--- src/rtl/key_pkg.sv ---
// Shared constants and helpers for the key debounce block.
// Default timing constants assume a 50 MHz system clock.
package key_pkg;

    localparam int KEY_DEB_20MS_50M = 1_000_000;
    localparam int KEY_LONG_1S_50M  = 50_000_000;

    // Bits needed to hold values 0..n-1, never less than one bit.
    function automatic int cnt_width(input longint n);
        if (n <= 2) return 1;
        return $clog2(n);
    endfunction

endpackage

--- src/rtl/key_debounce_ch.sv ---
// One key channel: synchroniser, stability counter, strobes.
// Long-press hold counter is built only with KEY_DEBOUNCE_LONG_EN.
module key_debounce_ch
    import key_pkg::*;
#(
    parameter int DEB_CYCLES  = KEY_DEB_20MS_50M,
    parameter int LONG_CYCLES = KEY_LONG_1S_50M,
    parameter int ACTIVE_LOW  = 1
) (
    input  logic clk,
    input  logic rst_n,
    input  logic key_n,
    output logic key_level,
    output logic key_press,
    output logic key_release,
    output logic key_long
);

    localparam int   DEB_W    = cnt_width(longint'(DEB_CYCLES));
    localparam logic RELEASED = (ACTIVE_LOW != 0);
    localparam logic [DEB_W-1:0] DEB_LAST = DEB_W'(DEB_CYCLES - 1);

    logic [1:0]       sync;
    logic             pressed_s;
    logic [DEB_W-1:0] deb_cnt;

    // Two-stage synchroniser, parked at the released raw level.
    always_ff @(posedge clk or negedge rst_n) begin
        if (!rst_n) begin
            sync <= {RELEASED, RELEASED};
        end else begin
            sync <= {sync[0], key_n};
        end
    end

    assign pressed_s = sync[1] ^ RELEASED;

    // Restart-on-bounce window; level flips once the window completes.
    always_ff @(posedge clk or negedge rst_n) begin
        if (!rst_n) begin
            deb_cnt     <= '0;
            key_level   <= 1'b0;
            key_press   <= 1'b0;
            key_release <= 1'b0;
        end else begin
            key_press   <= 1'b0;
            key_release <= 1'b0;
            if (pressed_s == key_level) begin
                deb_cnt <= '0;
            end else if (deb_cnt == DEB_LAST) begin
                deb_cnt     <= '0;
                key_level   <= pressed_s;
                key_press   <= pressed_s;
                key_release <= ~pressed_s;
            end else begin
                deb_cnt <= deb_cnt + 1'b1;
            end
        end
    end

`ifdef KEY_DEBOUNCE_LONG_EN
    localparam int HOLD_W = cnt_width(longint'(LONG_CYCLES) + 1);
    localparam logic [HOLD_W-1:0] HOLD_MAX  = HOLD_W'(LONG_CYCLES);
    localparam logic [HOLD_W-1:0] HOLD_LAST = HOLD_W'(LONG_CYCLES - 1);

    logic [HOLD_W-1:0] hold_cnt;

    // Saturating hold timer; strobe fires once on reaching the limit.
    always_ff @(posedge clk or negedge rst_n) begin
        if (!rst_n) begin
            hold_cnt <= '0;
            key_long <= 1'b0;
        end else begin
            key_long <= 1'b0;
            if (!key_level) begin
                hold_cnt <= '0;
            end else if (hold_cnt != HOLD_MAX) begin
                hold_cnt <= hold_cnt + 1'b1;
                key_long <= (hold_cnt == HOLD_LAST);
            end
        end
    end
`else
    assign key_long = 1'b0;
`endif

endmodule

--- src/rtl/key_debounce_multi.sv ---
// Multi-channel push-button conditioner, one channel per key.
// Optional long-press strobe: define KEY_DEBOUNCE_LONG_EN.
module key_debounce_multi
    import key_pkg::*;
#(
    parameter int N_KEYS      = 4,
    parameter int DEB_CYCLES  = KEY_DEB_20MS_50M,
    parameter int LONG_CYCLES = KEY_LONG_1S_50M,
    parameter int ACTIVE_LOW  = 1
) (
    input  logic              clk,
    input  logic              rst_n,
    input  logic [N_KEYS-1:0] key_n,
    output logic [N_KEYS-1:0] key_level,
    output logic [N_KEYS-1:0] key_press,
    output logic [N_KEYS-1:0] key_release,
    output logic [N_KEYS-1:0] key_long
);

    for (genvar i = 0; i < N_KEYS; i++) begin : g_ch
        key_debounce_ch #(
            .DEB_CYCLES (DEB_CYCLES),
            .LONG_CYCLES(LONG_CYCLES),
            .ACTIVE_LOW (ACTIVE_LOW)
        ) u_ch (
            .clk        (clk),
            .rst_n      (rst_n),
            .key_n      (key_n[i]),
            .key_level  (key_level[i]),
            .key_press  (key_press[i]),
            .key_release(key_release[i]),
            .key_long   (key_long[i])
        );
    end

endmodule
--- config.mk ---
export PLATFORM = sky130hd
export DESIGN_NAME = key_debounce_multi
export DESIGN_NICKNAME = d
export VERILOG_FILES = /design/src/rtl/key_pkg.sv /design/src/rtl/key_debounce_ch.sv /design/src/rtl/key_debounce_multi.sv
export SDC_FILE = /design/constraint.sdc
export NUM_CORES = 1
export LEC_CHECK = 0
export ABC_AREA = 1
export BUFFER_PORTS_ARGS = -buffer_cell sky130_fd_sc_hd__buf_2
export CORE_AREA = 3 3 148 150
export DETAILED_ROUTE_END_ITERATION = 8
export DIE_AREA = 0 0 151 153
export PLACE_DENSITY_LB_ADDON = 0.15
export SYNTH_ARGS = -nofsm -noshare
export SYNTH_HDL_FRONTEND = slang
export SYNTH_HIERARCHICAL = 1
export SYNTH_SLANG_ARGS = --single-unit
export TNS_END_PERCENT = 50
--- constraint.sdc ---
create_clock -name clk -period 3.9 [get_ports clk]
set_clock_uncertainty 0.15 [all_clocks]
set_input_delay 0.39 -clock clk [delete_from_list [all_inputs] [get_ports clk]]
set_output_delay 0.39 -clock clk [all_outputs]
set_load 0.02 [all_outputs]
==> results of run 1 <==
## Yosys cell counts (6+ instances only)
| cell | number | share of area, % |
|---|---|---|
| inv_2 | 10 | 0.67 |
| nand2_2 | 14 | 1.6 |
| nor2_4 | 24 | 4.8 |
| a21oi_1 | 12 | 1.1 |
| xor2_1 | 26 | 4.1 |
| nor3_2 | 8 | 1.4 |
| nor2_2 | 12 | 1.3 |
| nand3_2 | 6 | 1.1 |
| nand4_1 | 12 | 1.3 |
| o21ai_1 | 9 | 0.81 |
| nor2_1 | 156 | 10 |
| nand2_1 | 98 | 6.6 |
| nand2_4 | 11 | 2.2 |
| inv_1 | 63 | 4.2 |
| xnor2_1 | 12 | 1.9 |
| dfrtp_1 | 92 | 41 |
| nand3_1 | 53 | 4.8 |
| dfstp_2 | 8 | 3.8 |
## cells in the final DEF, fill, tap and decap left out, drive strengths merged, types with 7 or more instances in the layout
| master | count |
|---|---|
| a21oi | 13 |
| nand3 | 63 |
| o21bai | 7 |
| nor2 | 192 |
| nand2 | 123 |
| clkbuf | 11 |
| nand4 | 12 |
| o21ai | 12 |
| buf | 18 |
| inv | 75 |
| nor3 | 12 |
| dfrtp | 92 |
| nand3b | 7 |
| dfstp | 8 |
| xnor2 | 12 |
| xor2 | 26 |
## logic make-up after synthesis
family                     count (synthesis)  share of synthesized area, %
AOI/OAI and AO/OA                         32                          3.45
and+or+nand+nor                          412                          38.8
adders and majority gates                  4                         0.897
other                                      4                         0.269
buffers and inverters                     78                          5.54
xor gates and xnor gates                  38                          5.97
DFF                                      100                          45.0
## final cells by class
cell class	count	area share (%)
tap	275	5.41
clock inverter	5	1.06
inverter	73	4.31
multi-input combinational	490	43.4
timing repair buffer	22	2.32
sequential	100	39.5
clock buffer	11	3.98
## path summary, 6_finish.rpt
kind,slack [ns],cells past startpoint,startpoint,to
worst max-delay path,1.88,5,g_ch[0].u_ch/sync[1]$_DFF_PN1_,g_ch[0].u_ch/deb_cnt[18]$_DFF_PN0_
worst min-delay path,0.03,1,rst_n,g_ch[0].u_ch/key_press$_DFF_PN0_
worst max register to register,1.88,5,g_ch[0].u_ch/sync[1]$_DFF_PN1_,g_ch[0].u_ch/deb_cnt[18]$_DFF_PN0_
worst min register to register,0.21,0,g_ch[0].u_ch/sync[0]$_DFF_PN1_,g_ch[0].u_ch/sync[1]$_DFF_PN1_
max in group asynchronous,2.84,2,rst_n,g_ch[3].u_ch/sync[1]$_DFF_PN1_
min in group clk,0.21,0,g_ch[0].u_ch/sync[0]$_DFF_PN1_,g_ch[0].u_ch/sync[1]$_DFF_PN1_
## layer usage
metal  GRT usage (%)  vias up  share of wire, %
met1            15.3     1981                50
met2            17.0       64                45
met3            2.88        9               3.8
li1                -     2161                 -
met4            3.50        0               1.2
met5               0        -                 0
## registers in the layout (all words and copies together), names as in the netlist
signal	cells
g_ch.u_ch/key_press	4
g_ch.u_ch/key_release	4
g_ch.u_ch/sync	8
g_ch.u_ch/deb_cnt	80
g_ch.u_ch/key_level	4
## power by group through the flow
| stage | logic [W] | registers, W | clock network [W] |
|---|---|---|---|
| global placement | 0.0000780 | 0.00109 | 0 |
| finish | 0.0000788 | 0.00106 | 0.000974 |
| floorplan | 0.0000452 | 0.00108 | 0 |
| CTS | 0.0000828 | 0.00107 | 0.00102 |
| global route | 0.0000914 | 0.00107 | 0.00106 |
| detailed placement | 0.0000796 | 0.00109 | 0 |
## metrics by stage
step,std cells,hold WS [ns],instance area [sq um],util [%]
2_1_floorplan,668,-0.0556,5580,-
3_3_place_gp,956,0.197,5990,28.8
3_5_place_dp,956,0.197,5990,28.8
4_1_cts,976,0.0647,6350,30.5
5_1_grt,976,0.106,6350,30.5
6_report,976,0.0290,6350,30.5
## worst max-delay path, cell delays in order (launching register included)
cell,delay (ns)
dfstp_2,0.56
nor2_1,0.05
nor2_1,0.61
inv_1,0.28
nand2_4,0.19
nor2_1,0.06
==> impl_results.md, run 1 <==
* CP Class: register to register
* DIE HEIGHT at between 150 and 200 um
* Port Buffers at 17
* Wire per inst at ~12 um
* Hold buffers post-CTS at 4
* Endpoint class of the critical path: register
* Filler cells at 2215
* Number of synthesized register bits at 100
* Nets at 706
* Post-cts resize count at 0
* Vias at roughly 4.2k
* Dominant synthesized flop cell: dfrtp_1
* TritonCTS Buffers at 9
* DR vias/cell at 4.32
* Cell-internal power at roughly 0.0016 W
* Final Hold Violating Endpoints at 0
* Final Routed Wirelength at about 12000 um
* Initial Util at between 20% and 30%
* Clk buf depth at 2
* Final Max Slew Viols at 0
* Ys async rst share at 100%
* Diode count at 0
* Final Cycle Share at 51.7%
* Unrepaired setup endpoints after global routing: no
* # IOs at 22
* Final setup fails at 0
* Max_cap viols at 0
* CTS clk-pin slew, worst paths at ~0.08 ns
* Worst slew pin tran at between 0.9 and 1 ns
* Area occupied by multi-input gates at ~2800 sq um
* F_max at approximately 500 MHz
* P_sw at roughly 0.00050 W
* Final HPWL from detailed placement at ~8700 um
* Worst hold path class: input pin to asynchronous set/reset pin
* Area delta synth->final at 13.9%
* Mapped Area at roughly 5600 sq um
* Routability congestion estimate at between 0.7 and 0.8
* Total GRT Usage at between 10% and 20%
* Initial antenna violation count at 0
* DRC viols at 0
* Clk sink count at 100
* Slack of the critical path at about 1.9 ns
* WP data arrival at about 2.1 ns
* Post-synth EDFFs at 0
* Clock Latency Late Sink at about 0.35 ns
* Combinational share of power at 3.7%
* Setup TNS at 0 ns
* FP Rows at 53
* Synth Instances at around 670
* Syn Nets at approximately 680
* Part of the power in the clock network at 46.0%
* Mapped Avg Cell Area at between 8 and 9 sq um
* Leak pwr at 2.82 nW
* Crit-path max FO at 11
* Register area share after synthesis at a little under half
* FF/Latch Area at approximately 2500 sq um
* Slew headroom at 37.0%
* Largest net degree at the start of global routing at between 70 and 80
* P per Cell Area at roughly 330 nW/um^2
* Share of layout cells above drive strength 1 at approximately a fifth
* Outcome: finished clean
* H-tree depth at 3
* Peak supply drop at approximately 0.19 mV
* Critical Path RT at between 3 and 4 ns
* Die Area at roughly 23000 sq um
* First-pass detailed-route iteration total at 6
* Sw Ratio at a little under a quarter
* Root Driver: clkbuf_16
* Setup repair bufs after CTS at 0
* Post-synthesis cell type count at 32
* First-pass GRT wire length at slightly above 20000 um
* Die width at 151 um
* CTS tree: built
* CORE AREA at between 20000 and 25000 sq um
* Tmin final at between 2 and 2.5 ns
* Vias in the first global route at ~4.2k
* Total grt overflow at 0
* Yosys warns at 6
* Total power at 0.00212 W
* Initial drt markers at 249
* Post-DRT Antenna Nets at 0
* Worst setup SP type: register
* Sequential Power Share at between 50 and 60%
* Placement Setup Slack at 1.82 ns
(Power assumes the default switching activity.)
==> run 2: changes to the inputs <==
Clock period 3.9 ns to 1.8 ns, I/O delays scaled along.
==> impl_results.md, run 2 (same netlist as run 1, synthesis figures left out) <==
* Total GRT Usage at 11.1% (+0.055 points)
* Worst r2r path cells at 6 (+1)
* Share of layout cells above drive strength 1 at 19.9% (+0.26 points)
* CTS tree: built
* Top Registers: g_ch.u_ch/deb_cnt (80), g_ch.u_ch/sync (8)
* P per Cell Area at 729 nW/um^2 (+120%)
* F_max at 638 MHz (+29%)
* First-pass GRT wire length at 20900 um (+1.2%)
* CTS clk-pin slew, worst paths at 0.06 ns (-0.02 ns)
* H-tree depth at 3 (unchanged)
* Routability congestion estimate at 0.821 (+4.5%)
* Wire per inst at 12.1 um (+0.16%)
* Largest net degree at the start of global routing at 41 (-43%)
* Post-cts resize count at 0 (unchanged)
* Vias at 4247 (+0.76%)
* Endpoint class of the critical path: register
* Total grt overflow at 0 (unchanged)
* DR vias/cell at 4.32 (+0.14%)
* Initial Util at 26.8% (unchanged)
* First-pass detailed-route iteration total at 4 (-2)
* Final Cycle Share at 87.0% (+35 points)
* End of the worst register-to-register path: g_ch[2].u_ch/deb_cnt[5]$_DFF_PN0_
* Diode count at 0 (unchanged)
* TritonCTS Buffers at 9 (unchanged)
* R2R setup slack at 0.23 ns (-1.65 ns)
* Leak pwr at 2.86 nW (+1.2%)
* Critical Path RT at 1.88 ns (-2.11 ns)
* Worst hold path class: input pin to asynchronous set/reset pin
* Final Max Slew Viols at 0 (unchanged)
* Placement Setup Slack at 0.223 ns (-1.59 ns)
* Setup TNS at 0 ns (unchanged)
* Max_cap viols at 0 (unchanged)
* Critical register-to-register path startpoint: g_ch[2].u_ch/deb_cnt[0]$_DFF_PN0_
* Initial drt markers at 200 (-20%)
* Tmin final at 1.57 ns (-0.449 ns)
* Outcome: finished clean
* Post-DRT Antenna Nets at 0 (unchanged)
* Clk buf depth at 2 (unchanged)
* CP Class: register to register
* Final setup fails at 0 (unchanged)
* CORE AREA at 20800 sq um (unchanged)
* Commonest non-fill, non-tap cell in the layout: nor2_1
* Register bank with the most flops: g_ch.u_ch/deb_cnt
* Clock Latency Late Sink at 0.35 ns (about the same)
* WP data arrival at 1.65 ns (-0.46 ns)
* Initial antenna violation count at 0 (unchanged)
* DRC viols at 0 (unchanged)
* Slack of the critical path at 0.234 ns (-1.65 ns)
* Root Driver: clkbuf_16
* Unrepaired setup endpoints after global routing: no
* Die width at 151 um (unchanged)
* Crit-path max FO at 9 (-2)
* FP Rows at 53 (unchanged)
* Final Hold Violating Endpoints at 0 (unchanged)
* DIE HEIGHT at 153 um (unchanged)
* Worst setup SP type: register
* Nets at 712 (+0.85%)
* Die Area at 23100 sq um (unchanged)
* Max reg flops at 80 (unchanged)
* Clk sink count at 100 (unchanged)
* Vias in the first global route at 4270 (+2.6%)
* Area delta synth->final at 15.3%
* Final HPWL from detailed placement at 9040 um (+4.4%)
* Peak supply drop at 0.430 mV (+130%)
* # IOs at 22 (unchanged)
* Port Buffers at 17 (unchanged)
* Final Routed Wirelength at 11900 um (+0.78%)
* Commonest cells after routing, fill and taps aside: 156 x nor2_1, 98 x nand2_1, 92 x dfrtp_1
run 2: cell count changes in the layout (fill, tap and decap cells not counted), sizes merged:
cell / before / now
buf: 18 / 23
bufinv: 1 / 3
clkinv: 2 / 1
clkinvlp: 0 / 1
dlygate4sd3: 4 / 5
inv: 75 / 73
run 2: worst max-delay path by stage:
| stage | from | end | cells past startpoint |
|---|---|---|---|
| 2_1_floorplan | g_ch[0].u_ch/deb_cnt[0]$_DFF_PN0_ | g_ch[0].u_ch/deb_cnt[5]$_DFF_PN0_ | 6 |
| 3_3_place_gp | g_ch[2].u_ch/deb_cnt[0]$_DFF_PN0_ | g_ch[2].u_ch/deb_cnt[9]$_DFF_PN0_ | 6 |
| 3_5_place_dp | g_ch[2].u_ch/deb_cnt[0]$_DFF_PN0_ | g_ch[2].u_ch/deb_cnt[9]$_DFF_PN0_ | 6 |
| 4_1_cts | g_ch[2].u_ch/deb_cnt[0]$_DFF_PN0_ | g_ch[2].u_ch/deb_cnt[5]$_DFF_PN0_ | 6 |
| 5_1_grt | g_ch[2].u_ch/deb_cnt[0]$_DFF_PN0_ | g_ch[2].u_ch/deb_cnt[5]$_DFF_PN0_ | 6 |
| 6_report | g_ch[2].u_ch/deb_cnt[0]$_DFF_PN0_ | g_ch[2].u_ch/deb_cnt[5]$_DFF_PN0_ | 6 |
run 2: repair_timing:
item                                    4_1_cts  5_1_grt
endpoints found under the hold margin        89        0
endpoints found under the setup margin        0        0
hold buffers                                  5        0
buffers inserted                              0        0
run 2: area by class of cell:
class / count / area (sq um)
clock buffers: 11 / 233
multi-input cells: 490 / 2760
well taps: 275 / 344
repair buffers: 28 / 208
fillers: 2235 / 14400
flip-flops and latches: 100 / 2510
inverters: 73 / 274
clock inverters: 5 / 103
run 2: worst max-delay path, stage by stage (launching register included):
cell and delay, ns:
dfrtp_1 0.37, ha_1 0.21, nand3_2 0.16, nor2_4 0.18, nand3_4 0.17, nand2_4 0.16, nor2_1 0.06
run 2: metal layers:
metal,GRT usage (%),part of all wire [%],vias to the layer above
met5,0,0,-
met4,4.19,1.8,0
met3,2.05,2.6,13
met2,17.5,47,42
met1,15.2,48,2030
li1,-,-,2162
run 2: metrics by stage:
step | instances | cell area (sq um) | total power (W) | hold WS [ns] | utilization (%)
floorplan | 668 | 5580 | 0.00244 | -0.266 | -
global placement | 961 | 6040 | 0.00253 | -0.0101 | 29.0
detailed placement | 961 | 6040 | 0.00254 | -0.00464 | 29.0
CTS | 982 | 6430 | 0.00480 | 0.179 | 30.9
global route | 982 | 6430 | 0.00490 | 0.194 | 30.9
finish | 982 | 6430 | 0.00468 | 0.160 | 30.9
run 2: power breakdown:
| group | switching (W) | internal, W |
|---|---|---|
| sequential | 0.0000239 | 0.00228 |
| clock | 0.000832 | 0.00136 |
| combinational | 0.000126 | 0.0000599 |
| total | 0.000982 | 0.00370 |
